**src/rtl/csi_raw_pkg.sv**
```systemverilog
// rtl/csi_raw_pkg.sv - shared CSI-2 RAW data-type codes, group sizes and lane geometry
package csi_raw_pkg;

  // Full CSI-2 data-type codes
  localparam logic [7:0] DT_RAW10 = 8'h2B;
  localparam logic [7:0] DT_RAW12 = 8'h2C;
  localparam logic [7:0] DT_RAW14 = 8'h2D;

  // Low three bits of the data type, as seen on packet_type_i
  localparam logic [2:0] DT3_RAW10 = 3'h3;
  localparam logic [2:0] DT3_RAW12 = 3'h4;
  localparam logic [2:0] DT3_RAW14 = 3'h5;

  // Bytes produced per 4-pixel group
  localparam int G_RAW10 = 5;
  localparam int G_RAW12 = 6;
  localparam int G_RAW14 = 7;

  // PHY geometry: 8-bit gear, two lanes
  localparam int GEAR  = 8;
  localparam int LANES = 2;

  typedef enum logic [1:0] {
    ST_IDLE,
    ST_ACTIVE,
    ST_FLUSH
  } state_t;

  // Group size for a 3-bit type code; unknown codes fall back to RAW14
  function automatic logic [2:0] group_size(input logic [2:0] dt);
    case (dt)
      DT3_RAW10: return 3'(G_RAW10);
      DT3_RAW12: return 3'(G_RAW12);
      default:   return 3'(G_RAW14);
    endcase
  endfunction

endpackage

```
**src/rtl/mipi_csi_raw_group_packer.sv**
```systemverilog
// rtl/mipi_csi_raw_group_packer.sv - packs four MSB-aligned pixels into one CSI-2 RAW byte group
module mipi_csi_raw_group_packer
  import csi_raw_pkg::*;
#(
  parameter int PIXEL_WIDTH = 16
) (
  input  logic [4*PIXEL_WIDTH-1:0] pix_i,
  input  logic [2:0]               type_i,
  output logic [55:0]              group_o,
  output logic [2:0]               gsize_o
);

  logic [7:0] msb [4];
  logic [1:0] l10 [4];
  logic [3:0] l12 [4];
  logic [5:0] l14 [4];
  logic [23:0] w14;
  logic unused_pix;

  // Slice each pixel into its top byte and the LSB fields for each depth
  for (genvar i = 0; i < 4; i++) begin : g_pix
    assign msb[i] = pix_i[i*PIXEL_WIDTH + PIXEL_WIDTH - 1 -: 8];
    assign l10[i] = pix_i[i*PIXEL_WIDTH + PIXEL_WIDTH - 9 -: 2];
    assign l12[i] = pix_i[i*PIXEL_WIDTH + PIXEL_WIDTH - 9 -: 4];
    assign l14[i] = pix_i[i*PIXEL_WIDTH + PIXEL_WIDTH - 9 -: 6];
  end

  assign w14 = {l14[3], l14[2], l14[1], l14[0]};

  // Pixel LSBs below the selected depth are don't-care
  assign unused_pix = ^pix_i;

  // Byte 0 of the group sits at [7:0]; bytes beyond the group size stay zero
  always_comb begin
    group_o = '0;
    gsize_o = group_size(type_i);
    case (type_i)
      DT3_RAW10: group_o[39:0] = {l10[3], l10[2], l10[1], l10[0],
                                  msb[3], msb[2], msb[1], msb[0]};
      DT3_RAW12: group_o[47:0] = {l12[3], l12[2], msb[3], msb[2],
                                  l12[1], l12[0], msb[1], msb[0]};
      default:   group_o       = {w14, msb[3], msb[2], msb[1], msb[0]};
    endcase
  end

endmodule

```
**src/rtl/mipi_csi_tx_raw_packer_8b2lane.sv**
```systemverilog
// rtl/mipi_csi_tx_raw_packer_8b2lane.sv - RAW10/12/14 packer feeding a 2-lane 8-bit CSI-2 TX framer
module mipi_csi_tx_raw_packer_8b2lane
  import csi_raw_pkg::*;
#(
  parameter int PIXEL_WIDTH = 16,
  parameter int BUF_BYTES   = 8
) (
  input  logic                     clk_i,
  input  logic                     reset_i,
  input  logic [2:0]               packet_type_i,
  input  logic                     in_valid_i,
  output logic                     in_ready_o,
  input  logic [4*PIXEL_WIDTH-1:0] in_data_i,
  input  logic                     in_last_i,
  output logic                     out_valid_o,
  input  logic                     out_ready_i,
  output logic [GEAR*LANES-1:0]    out_data_o,
  output logic                     out_hi_valid_o,
  output logic                     out_last_o
);

  localparam int CW = $clog2(BUF_BYTES + 1);
  localparam int BW = BUF_BYTES * 8;
  localparam logic [CW-1:0] CNT_ONE = CW'(1);
  localparam logic [CW-1:0] CNT_TWO = CW'(LANES);

  state_t          state_q, state_d;
  logic [2:0]      type_q, type_eff;
  logic [CW-1:0]   cnt_q, cnt_d;
  logic [BW-1:0]   buf_q, buf_d;
  logic [55:0]     group;
  logic [2:0]      gsize;
  logic [CW-1:0]   drain_cnt, keep;
  logic [CW:0]     fill;
  logic            accept, xfer;

  // The first beat of a line uses the live type; later beats use the latched one
  assign type_eff = (state_q == ST_IDLE) ? packet_type_i : type_q;

  mipi_csi_raw_group_packer #(
    .PIXEL_WIDTH(PIXEL_WIDTH)
  ) u_group_packer (
    .pix_i   (in_data_i),
    .type_i  (type_eff),
    .group_o (group),
    .gsize_o (gsize)
  );

  assign accept = in_valid_i && in_ready_o;
  assign xfer   = out_valid_o && out_ready_i;

  // Bytes leaving this cycle: one word, or the lone byte of an odd tail
  always_comb begin
    drain_cnt = '0;
    if (xfer) drain_cnt = (cnt_q >= CNT_TWO) ? CNT_TWO : cnt_q;
  end

  assign keep = cnt_q - drain_cnt;
  assign fill = {1'b0, keep} + (CW+1)'(gsize);

  // Accept only if the whole group fits after this cycle's drain
  assign in_ready_o = !reset_i && (state_q != ST_FLUSH) && (fill <= (CW+1)'(BUF_BYTES));

  // Shift out drained bytes and append the new group right above what remains
  always_comb begin
    buf_d = buf_q >> {drain_cnt, 3'b000};
    cnt_d = keep;
    if (accept) begin
      buf_d = buf_d | (BW'(group) << {keep, 3'b000});
      cnt_d = keep + CW'(gsize);
    end
  end

  // Next state and register-derived output flags
  always_comb begin
    state_d        = state_q;
    out_valid_o    = (cnt_q >= CNT_TWO) || (state_q == ST_FLUSH && cnt_q == CNT_ONE);
    out_hi_valid_o = out_valid_o && (cnt_q >= CNT_TWO);
    out_last_o     = out_valid_o && (state_q == ST_FLUSH) && (cnt_q <= CNT_TWO);
    out_data_o     = buf_q[GEAR*LANES-1:0];
    case (state_q)
      ST_IDLE:   if (accept) state_d = in_last_i ? ST_FLUSH : ST_ACTIVE;
      ST_ACTIVE: if (accept && in_last_i) state_d = ST_FLUSH;
      ST_FLUSH:  if (xfer && cnt_q <= CNT_TWO) state_d = ST_IDLE;
      default:   state_d = ST_IDLE;
    endcase
  end

  // State, accumulator and type latch
  always_ff @(posedge clk_i or posedge reset_i) begin
    if (reset_i) begin
      state_q <= ST_IDLE;
      cnt_q   <= '0;
      buf_q   <= '0;
      type_q  <= DT3_RAW14;
    end else begin
      state_q <= state_d;
      cnt_q   <= cnt_d;
      buf_q   <= buf_d;
      if (state_q == ST_IDLE && accept) type_q <= packet_type_i;
    end
  end

endmodule

```
**config.mk**
```make
export PLATFORM = sky130hd
export DESIGN_NAME = mipi_csi_tx_raw_packer_8b2lane
export DESIGN_NICKNAME = d
export VERILOG_FILES = /design/src/rtl/csi_raw_pkg.sv /design/src/rtl/mipi_csi_raw_group_packer.sv /design/src/rtl/mipi_csi_tx_raw_packer_8b2lane.sv
export SDC_FILE = /design/constraint.sdc
export NUM_CORES = 1
export LEC_CHECK = 0
export ABC_AREA = 0
export BUFFER_PORTS_ARGS = -buffer_cell sky130_fd_sc_hd__buf_2
export CAP_MARGIN = 20
export CORE_MARGIN = 2
export CORE_UTILIZATION = 36
export CTS_CLUSTER_DIAMETER = 120
export DETAILED_ROUTE_END_ITERATION = 8
export MAX_ROUTING_LAYER = met4
export PLACE_DENSITY = 0.56
export SLEW_MARGIN = 20
export SYNTH_ARGS = -nofsm -noshare
export SYNTH_HDL_FRONTEND = slang
export SYNTH_SLANG_ARGS = --single-unit
```
**constraint.sdc**
```tcl
create_clock -name clk_i -period 17.4 [get_ports clk_i]
set_input_delay 5.22 -clock clk_i [delete_from_list [all_inputs] [get_ports clk_i]]
set_output_delay 5.22 -clock clk_i [all_outputs]
set_load 0.005 [all_outputs]
```
==> results.tsv, run 1 <==
stage	metric	value	unit
floorplanning	Die Ht	139	microns
timing	Fin Setup TNS	0	ps
pwr	leak pwr	2.95	nW
timing	Final Max Slew Viols	0	
logic_synthesis	Seq/Total Area, Yosys	28.0	%
finish	Layout Utilization	40.8	%
timing	Tmin final	14430	ps
cts	clk slew on worst S/H paths	60	ps
floorplanning	Starting Density	36.5	%
timing	Max Fclk	69.3	MHz
global_routing	grt total ovfl	0	
setup_path	CP Capture Type	output port	
placed_design	Placed Cells incl. Taps	1090	
pwr	pwr dens	222	mW/mm^2
finish	proportion of layout cells with a drive suffix above 1	19.7	%
cts	clock latency at the later pin of the worst-skew pair	350	ps
logic_synthesis	syn_nets	924	
setup_path	startpoint types	input port	
finish	Final nets	951	
placed_design	IO buf count	83	
logic_synthesis	simple-gate share of the synthesized area	19.4	%
floorplanning	num rows	49	
worst_hold_path	hold crit path type	reg -> reg	
finish	design area	0.00731	sq mm
placed_design	HPWL after detailed placement	17400	microns
cts	CTS Sinks	73	
logic_synthesis	Mapped Area	0.00654	sq mm
logic_synthesis	Most used DFF post-synth	dfrtp_1	
placed_design	GP Congestion	0.989	
routing	Residual DRC	0	
setup_path	reg-to-reg critical path startpoint	cnt_q[3]	
logic_synthesis	Commonest cells post-synth	nand2_1, a21oi_1, dfrtp_1	
logic_synthesis	most area-consuming cells after synthesis	dfrtp_1, a21oi_1, nand2_1	
logic_synthesis	ys async rst share	100	%
global_routing	Overall Global Routing Usage	26.0	%
setup_path	Critical-path top delay cell	ha_2	
logic_synthesis	Post-Synth Adder-Cell Area	1.57	%
logic_synthesis	post-synthesis cell type count	88	
setup_path	crit path DAT	9210	ps
timing	final hold violations	0	
timing	worst slew pin tran	1070	ps
finish	multi-input logic area	0.00423	sq mm
timing	unrepaired setup endpoints after global routing	false	
logic_synthesis	synth warn	0	
pwr	VDD IR max	0.122	mV
finish	FF+latch area	0.00183	sq mm
finish	Layout area overhead	11.7	%
setup_path	CP max stage delay	520	ps
setup_path	worst-path fanout max	34	
setup_path	CP bufs+invs	7	
cts	post-cts resize count	0	
cts	Num CTS Buffers	9	
routing	post-route ant nets	0	
worst_hold_path	worst hold path endpoint	buf_q[14]	
timing	clock skew	11.2	ps
cts	Max clock buf depth	2	
logic_synthesis	top cell type's share of synthesized area	27.2	%
setup_path	R2R Path End	buf_q[50]	
timing	period utilization	82.9	%
logic_synthesis	Post-Syn Instances	845	
cts	post-CTS setup buffer count	0	
timing	relative slew slack	28.9	%
logic_synthesis	Synth Area in Compound Gates	38.6	%
setup_path	reg2reg path depth	17	
placed_design	Placed Instance Area	0.00700	sq mm
global_routing	vias in the first global route	6364	
global_routing	global-route wire length before repair	38300	microns
pwr	Overall Power	1.62	mW
global_routing	initial antenna violation count	0	
global_routing	largest net degree at the start of global routing	67	
setup_path	Setup CP Type	in -> out	
worst_hold_path	Hold Path Stages	2	
run	max-cap violations	0	
logic_synthesis	#FFs+latches synth	73	
routing	post-DR vias/cell	6.42	
routing	Via Count	7095	
finish	# fillers	1894	
logic_synthesis	main combinational cell family by area after synthesis	compound AO/OA/AOI/OAI gates	
floorplanning	Die W	139	microns
worst_hold_path	Hold Startpoint	buf_q[30]	
finish	final cell count without fillers	1106	
floorplanning	Die Area	0.0193	sq mm
routing	Routed WL	25200	microns
timing	Final setup viols	0	
routing	first-pass iteration count of the detailed router	7	
routing	WL/cell	22.7	microns
floorplanning	io pins	92	
setup_path	cells along the critical path	buf_2 -> inv_1 -> or3_1 -> buf_4 -> inv_2 -> ha_2 -> inv_1 -> buf_4 -> ha_1 -> fa_1 -> xnor3_1 -> or3_4 -> nand2b_4 -> or3_1 -> o2111a_1 -> buf_2	
cts	hold_buf cts	0	
setup_path	Worst path top cell family by delay	buffers and inverters	
status	status	finished, final reports clean	
setup_path	r2r setup slk	12040	ps
setup_path	Critical Path RT	12180	ps
logic_synthesis	area leader, netlist	dfrtp_1	
logic_synthesis	post-synthesis xor/xnor area fraction	0.727	%
finish	Ant. Diodes	0	
logic_synthesis	count leader, synth	nand2_1	
logic_synthesis	share of synthesized area spent on multiplexers	3.84	%
logic_synthesis	Post-synth EDFFs	0	
routing	Initial DRC Count	1075	
cts	H-tree depth	3	
cts	CTS tree	built	
logic_synthesis	Avg Cell Area, Syn	7.74	sq um
cts	clock root cell	clkbuf_16	
floorplanning	Core Area	0.0179	sq mm
[power by group]
part / internal (mW) / switching (mW)
sequential: 0.245 / 0.0690
combinational: 0.394 / 0.718
clock: 0.112 / 0.0836
total: 0.751 / 0.871
[flip-flops by register name (all words and copies together), names as in the netlist]
name     flops
type_q       3
state_q      2
cnt_q        4
buf_q       64
[placed cells by master, fill, tap and decap left out, types with 13 or more instances in the layout]
| cell | Yosys | layout |
|---|---|---|
| nand2_1 | 121 | 121 |
| buf_4 | 19 | 22 |
| inv_1 | 18 | 17 |
| nand4_1 | 13 | 13 |
| buf_2 | 14 | 83 |
| a211oi_1 | 16 | 16 |
| nor2_1 | 27 | 26 |
| o22ai_1 | 19 | 19 |
| nand3_1 | 35 | 35 |
| a311oi_1 | 20 | 20 |
| a21oi_1 | 104 | 104 |
| dfrtp_1 | 71 | 71 |
| a221o_1 | 16 | 16 |
| mux2_2 | 16 | 16 |
| o21ai_0 | 63 | 63 |
[metrics by stage]
stage	hold slack [ps]	setup slack [ps]
floorplan	464	3290
CTS	526	3000
global placement	506	3020
global route	555	2760
finish	527	2970
detailed placement	506	3010
[logic make-up (layout without fill, tap and decap cells)]
family	count (synthesis)	in the layout
AO/OA/AOI/OAI	368	368
AND/OR/NAND/NOR	260	260
buffers and inverters	110	142
flip-flops	73	73
multiplexers	23	23
adder cells (fa/ha/maj)	7	7
XOR/XNOR	3	3
other	1	1
[layer usage]
metal	track usage, %	share of wire, %
met1	38.9	46
met2	33.4	40
met3	6.66	11
met4	8.67	2.6
met5	-	0
[worst max path at each step]
stage	start	cells past startpoint	slack, ps	end
after floorplan	out_ready_i	16	3290	in_ready_o
after global placement	out_ready_i	16	3020	in_ready_o
after detailed placement	out_ready_i	14	3010	in_ready_o
after CTS	out_ready_i	14	3000	in_ready_o
after global routing	out_ready_i	16	2760	in_ready_o
final	out_ready_i	16	2970	in_ready_o
[area by class of cell]
cell class	instances	area share (%)
Multi-Input combinational cell	662	57.9
Timing Repair Buffer	105	7.95
Inverter	21	1.10
Sequential cell	73	25.0
Clock buffer	9	3.08
Clock inverter	7	1.06
Tap cell	229	3.92
[worst min-delay path, cell delays in order, from the launching register on]
cell     delay [ps]
dfrtp_1         370
a21oi_1          60
o21ai_0          60
Power figures use the tool's default switching activity.
==> inputs of run 2 (changes only) <==
Clock period 17.4 ns to 13.81 ns, I/O delays scaled along.
==> run 2 against run 1 <==
Compared with the run above:
- utilization down 0.063 points
- cell count shrank 0.18%
- critical path depth down 1
- register-to-register slack worse by 3300 ps
- final area fell by 0.15%
- via count up 1.0%
- non-clock buffer count down 2
- first-iteration DRC count down 4.2%
- sequential share of layout area is essentially flat
- clock-buffer cell count unchanged
- combinational power is 25% higher
- critical path type unchanged
- largest power group unchanged
==> results.tsv, run 2 (synthesis gave the netlist of run 1 again) <==
stage	metric	value	unit	change
pwr	pwr dens	279	mW/mm^2	+26%
routing	Routed WL	25200	microns	+0.34%
cts	clock latency at the later pin of the worst-skew pair	360	ps	about the same
worst_hold_path	Hold Path Stages	2		unchanged
timing	Final setup viols	0		unchanged
floorplanning	num rows	49		unchanged
setup_path	startpoint types	input port		
run	max-cap violations	0		unchanged
pwr	clock power share	12.2	%	about the same
routing	post-DR vias/cell	6.49		+1.2%
placed_design	IO buf count	83		unchanged
routing	Via Count	7167		+1.0%
placed_design	GP Congestion	0.941		-4.8%
routing	post-route ant nets	0		unchanged
timing	Tmin final	11930	ps	
setup_path	Setup CP Type	in -> out		
cts	CTS tree	built		
global_routing	Overall Global Routing Usage	26.4	%	+0.49 points
status	status	finished, final reports clean		
floorplanning	Core Area	0.0179	sq mm	unchanged
finish	commonest non-fill, non-tap cells in the layout	nand2_1, a21oi_1, buf_2, dfrtp_1, o21ai_0		
finish	Layout area overhead	11.5	%	
placed_design	Placed Instance Area	0.00699	sq mm	-0.16%
pwr	Switch Pwr	1.09	mW	+26%
timing	clock skew	12.0	ps	+0.786 ps
finish	max reg flops	64		unchanged
cts	post-CTS setup buffer count	0		unchanged
setup_path	CP Capture Type	output port		
floorplanning	io pins	92		unchanged
cts	CTS Sinks	73		unchanged
setup_path	reg2reg path depth	17		unchanged
setup_path	crit path DAT	7790	ps	-1420 ps
pwr	VDD IR max	0.147	mV	+20%
setup_path	worst-path fanout max	34		unchanged
timing	period utilization	86.4	%	
finish	Final nets	949		-0.21%
cts	post-cts resize count	0		unchanged
finish	Largest Register	buf_q		
pwr	combinational share of power	68.3	%	-0.2 points
routing	Residual DRC	0		unchanged
timing	Fin Setup TNS	0	ps	unchanged
setup_path	CP max stage delay	440	ps	-80 ps
timing	unrepaired setup endpoints after global routing	false		
floorplanning	Die W	139	microns	unchanged
global_routing	largest net degree at the start of global routing	76		+13%
pwr	internal power	0.941	mW	+25%
timing	relative slew slack	26.1	%	-2.8 points
finish	proportion of layout cells with a drive suffix above 1	19.7	%	-0.069 points
cts	hold_buf cts	0		unchanged
cts	clock root cell	clkbuf_16		
floorplanning	Die Area	0.0193	sq mm	unchanged
pwr	Switching Share	53.8	%	+0.078 points
finish	biggest regs	buf_q: 64 flops, cnt_q: 4 flops, type_q: 3 flops		
finish	Ant. Diodes	0		unchanged
floorplanning	Starting Density	36.5	%	unchanged
global_routing	vias in the first global route	6426		+0.97%
pwr	Sequential Power Share	19.5	%	about the same
global_routing	global-route wire length before repair	39300	microns	+2.6%
setup_path	Critical Path RT	9670	ps	-2510 ps
routing	WL/cell	22.9	microns	+0.52%
setup_path	Critical-path top delay cell	or3_4		
timing	final hold violations	0		unchanged
timing	Max Fclk	83.8	MHz	
global_routing	grt total ovfl	0		unchanged
placed_design	HPWL after detailed placement	17200	microns	-1.3%
finish	design area	0.00730	sq mm	-0.15%
timing	Final Max Slew Viols	0		unchanged
worst_hold_path	hold crit path type	reg -> reg		
cts	clk slew on worst S/H paths	60	ps	about the same
routing	Initial DRC Count	1030		-4.2%
pwr	leak pwr	2.94	nW	-0.33%
cts	Max clock buf depth	2		unchanged
global_routing	initial antenna violation count	0		unchanged
cts	Num CTS Buffers	9		unchanged
finish	most common cell after layout, fill and taps aside	nand2_1		
setup_path	r2r setup slk	8730	ps	-3310 ps
setup_path	cells along the critical path	buf_2 -> inv_1 -> or3_1 -> buf_4 -> inv_2 -> ha_2 -> inv_1 -> buf_4 -> ha_1 -> fa_1 -> or3_4 -> nand2b_4 -> or3_1 -> o2111a_1 -> buf_2		
timing	worst slew pin tran	1110	ps	+41.7 ps
cts	H-tree depth	3		unchanged
routing	first-pass iteration count of the detailed router	8		+1
floorplanning	Die Ht	139	microns	unchanged
-- run 2: area by class of cell --
cell class / count / area (sq um)
flip-flops and latches: 73 / 1830
fillers: 1892 / 10600
multi-input cells: 662 / 4230
clock inverters: 7 / 77.6
inverters: 21 / 80.1
clock buffers: 9 / 225
well taps: 229 / 287
repair buffers: 103 / 566
-- run 2: worst max-delay path, delay by kind of cell --
family / cells / cell delay (ps)
AO/OA/AOI/OAI: 1 / 190
AND/OR/NAND/NOR: 4 / 1100
buffers and inverters: 7 / 1370
adder cells (fa/ha/maj): 3 / 970
-- run 2: power groups by stage --
stage | logic [mW] | clock network, mW | registers (mW)
3_5_place_dp | 1.35 | 0 | 0.398
2_1_floorplan | 1.02 | 0 | 0.365
6_report | 1.39 | 0.248 | 0.397
5_1_grt | 1.50 | 0.260 | 0.411
3_3_place_gp | 1.35 | 0 | 0.397
4_1_cts | 1.35 | 0.251 | 0.395
-- run 2: metal layers --
layer,up-vias,wire [microns],global-route usage [%]
li1,3281,-,-
met1,3371,11800,40.1
met2,458,9960,33.8
met3,57,2690,5.52
met4,0,754,9.99
met5,-,0,-
-- run 2: worst paths after layout --
path,from,endpoint
hold reg to reg,buf_q[30],buf_q[14]
min in group asynchronous,reset_i,state_q[1]
hold / removal,buf_q[30],buf_q[14]
max in group asynchronous,reset_i,buf_q[48]
setup reg to reg,cnt_q[3],buf_q[56]
setup / recovery,out_ready_i,in_ready_o
-- run 2: through the flow --
step	cells	setup WS, ps	hold slack [ps]	total power [mW]	util [%]
floorplan	845	1850	464	1.39	-
global placement	1088	1940	505	1.74	39.1
detailed placement	1088	1930	509	1.74	39.1
CTS	1104	1920	529	2.00	40.8
global route	1104	1720	559	2.17	40.8
finish	1104	1880	530	2.03	40.8
==> inputs of run 3 (changes only) <==
Settings changed: CORE_ASPECT_RATIO set to 0.8, CORE_UTILIZATION 36 to 55, PLACE_DENSITY 0.56 to 0.79.
==> run 3 against run 2 <==
Compared with the run above:
- sequential cell count is the same
- largest power group unchanged
- sequential power about the same
- worst hold slack worse by 21 ps
- critical path depth down 2
- register-to-register slack worse by 570 ps
- setup slack got worse by 270 ps
- global-route usage increased by 15 points
- clock skew decreased by 3.0 ps
- power is 0.37% higher
==> results.tsv, run 3 (synthesis gave the netlist of run 1 again) <==
stage	metric	value	unit	change
status	status	finished, final reports clean		
routing	post-DR vias/cell	7.43		+14%
cts	CTS tree	built		
finish	Layout Utilization	62.1	%	+21 points
floorplanning	Starting Density	56.6	%	+20 points
setup_path	cells along the critical path	buf_2 -> or4_4 -> o21a_2 -> nor2_4 -> inv_2 -> ha_1 -> fa_1 -> xnor3_1 -> or3_4 -> nand2b_4 -> or3_1 -> o2111a_1 -> buf_2		
setup_path	CP Capture Type	output port		
placed_design	dpl ws	1740	ps	-191 ps
setup_path	worst-path fanout max	31		-8.8%
routing	Routed WL	25200	microns	-0.35%
cts	CTS Sinks	73		unchanged
cts	clock latency at the later pin of the worst-skew pair	340	ps	-20 ps
timing	Fin Setup TNS	0	ps	unchanged
floorplanning	Die Area	0.0128	sq mm	-34%
run	max-cap violations	0		unchanged
setup_path	startpoint types	input port		
finish	biggest regs	buf_q: 64 flops, cnt_q: 4 flops, type_q: 3 flops		
finish	Largest Register	buf_q		
pwr	VDD IR max	0.287	mV	+95%
worst_hold_path	hold crit path type	reg -> reg		
timing	final hold violations	0		unchanged
cts	H-tree depth	3		unchanged
global_routing	grt total ovfl	0		unchanged
cts	Num CTS Buffers	9		unchanged
timing	worst setup margin	1610	ps	-269 ps
finish	proportion of layout cells with a drive suffix above 1	19.4	%	-0.30 points
global_routing	vias in the first global route	7179		+12%
placed_design	IO buf count	83		unchanged
timing	relative slew slack	12.5	%	-14 points
finish	Ant. Diodes	0		unchanged
timing	Final setup viols	0		unchanged
timing	Tmin final	12200	ps	+269 ps
floorplanning	Die W	126	microns	-9.3%
global_routing	largest net degree at the start of global routing	76		unchanged
cts	post-cts resize count	0		unchanged
routing	Residual DRC	0		unchanged
placed_design	HPWL after detailed placement	16800	microns	-2.0%
cts	clk slew on worst S/H paths	60	ps	about the same
timing	clock skew	9.00	ps	-2.97 ps
finish	Layout area overhead	9.68	%	
cts	clock root cell	clkbuf_16		
setup_path	CP max stage delay	690	ps	+250 ps
pwr	pwr dens	285	mW/mm^2	+2.1%
finish	most common cell after layout, fill and taps aside	nand2_1		
placed_design	GP Congestion	1.04		+10%
pwr	leak pwr	2.93	nW	-0.46%
setup_path	Setup CP Type	in -> out		
timing	worst slew pin tran	1300	ps	+192 ps
floorplanning	io pins	92		unchanged
global_routing	Overall Global Routing Usage	41.0	%	+15 points
setup_path	Critical-path top delay cell	nor2_4		
timing	unrepaired setup endpoints after global routing	false		
routing	post-route ant nets	0		unchanged
cts	hold_buf cts	0		unchanged
routing	Initial DRC Count	1309		+27%
routing	first-pass iteration count of the detailed router	7		-1
global_routing	initial antenna violation count	0		unchanged
setup_path	most used cell, CP	buf_2		
finish	Final nets	947		-0.21%
floorplanning	num rows	35		-29%
routing	Via Count	7581		+5.8%
cts	Max clock buf depth	2		unchanged
setup_path	Critical Path RT	9670	ps	about the same
timing	Max Fclk	82.0	MHz	-2.2%
global_routing	global-route wire length before repair	39800	microns	+1.2%
floorplanning	Core Area	0.0116	sq mm	-35%
routing	WL/cell	24.6	microns	+7.8%
setup_path	crit path DAT	8060	ps	+270 ps
timing	period utilization	88.3	%	+1.9 points
floorplanning	Die Ht	102	microns	-27%
cts	post-CTS setup buffer count	0		unchanged
finish	max reg flops	64		unchanged
timing	Final Max Slew Viols	0		unchanged
finish	commonest non-fill, non-tap cells in the layout	nand2_1, a21oi_1, buf_2, dfrtp_1, o21ai_0		
timing	hold_ws	509	ps	-20.9 ps
run 3: worst max-delay path, delay by kind of cell:
| family | cells | cell delay [ps] |
|---|---|---|
| AOI/OAI and AO/OA | 2 | 470 |
| xor gates and xnor gates | 1 | 190 |
| adders and majority gates | 2 | 830 |
| buffers and inverters | 3 | 570 |
| and+or+nand+nor | 5 | 1830 |
run 3: power breakdown:
part           switching, mW  total (mW)  internal (mW)
combinational          0.918        1.40          0.486
clock                  0.102       0.243          0.141
sequential            0.0863       0.396          0.309
run 3: area by class of cell:
| type | count | area, sq um |
|---|---|---|
| Fill cell | 1057 | 4390 |
| Multi-Input combinational cell | 662 | 4230 |
| Clock inverter | 6 | 68.8 |
| Timing Repair Buffer | 101 | 551 |
| Tap cell | 148 | 185 |
| Inverter | 21 | 80.1 |
| Clock buffer | 10 | 229 |
| Sequential cell | 73 | 1830 |
run 3: final timing paths:
path | start | to | slack [ps] | cells after the start
min in group asynchronous | reset_i | buf_q[44] | 3750 | 2
min reg2reg | buf_q[36] | buf_q[20] | 510 | 2
max | packet_type_i[0] | in_ready_o | 1610 | 13
max reg2reg | state_q[1] | buf_q[55] | 8160 | 12
max in group asynchronous | reset_i | buf_q[45] | 8940 | 3
min | buf_q[36] | buf_q[20] | 510 | 2
run 3: stage by stage:
stage                     std cells  total power, mW  cell area, sq um
after floorplan                 845             1.39              6540
after global routing           1021             2.16              7170
after detailed placement       1005             1.74              6870
after global placement         1005             1.70              6870
final                          1021             2.04              7170
after CTS                      1021             1.99              7170
run 3: metal layers:
layer | up-vias | track usage, % | share of wire [%]
met5 | - | - | 0
met4 | 0 | 18.9 | 5.6
met3 | 126 | 7.40 | 12
met2 | 591 | 63.4 | 45
met1 | 3582 | 52.8 | 38
li1 | 3282 | - | -
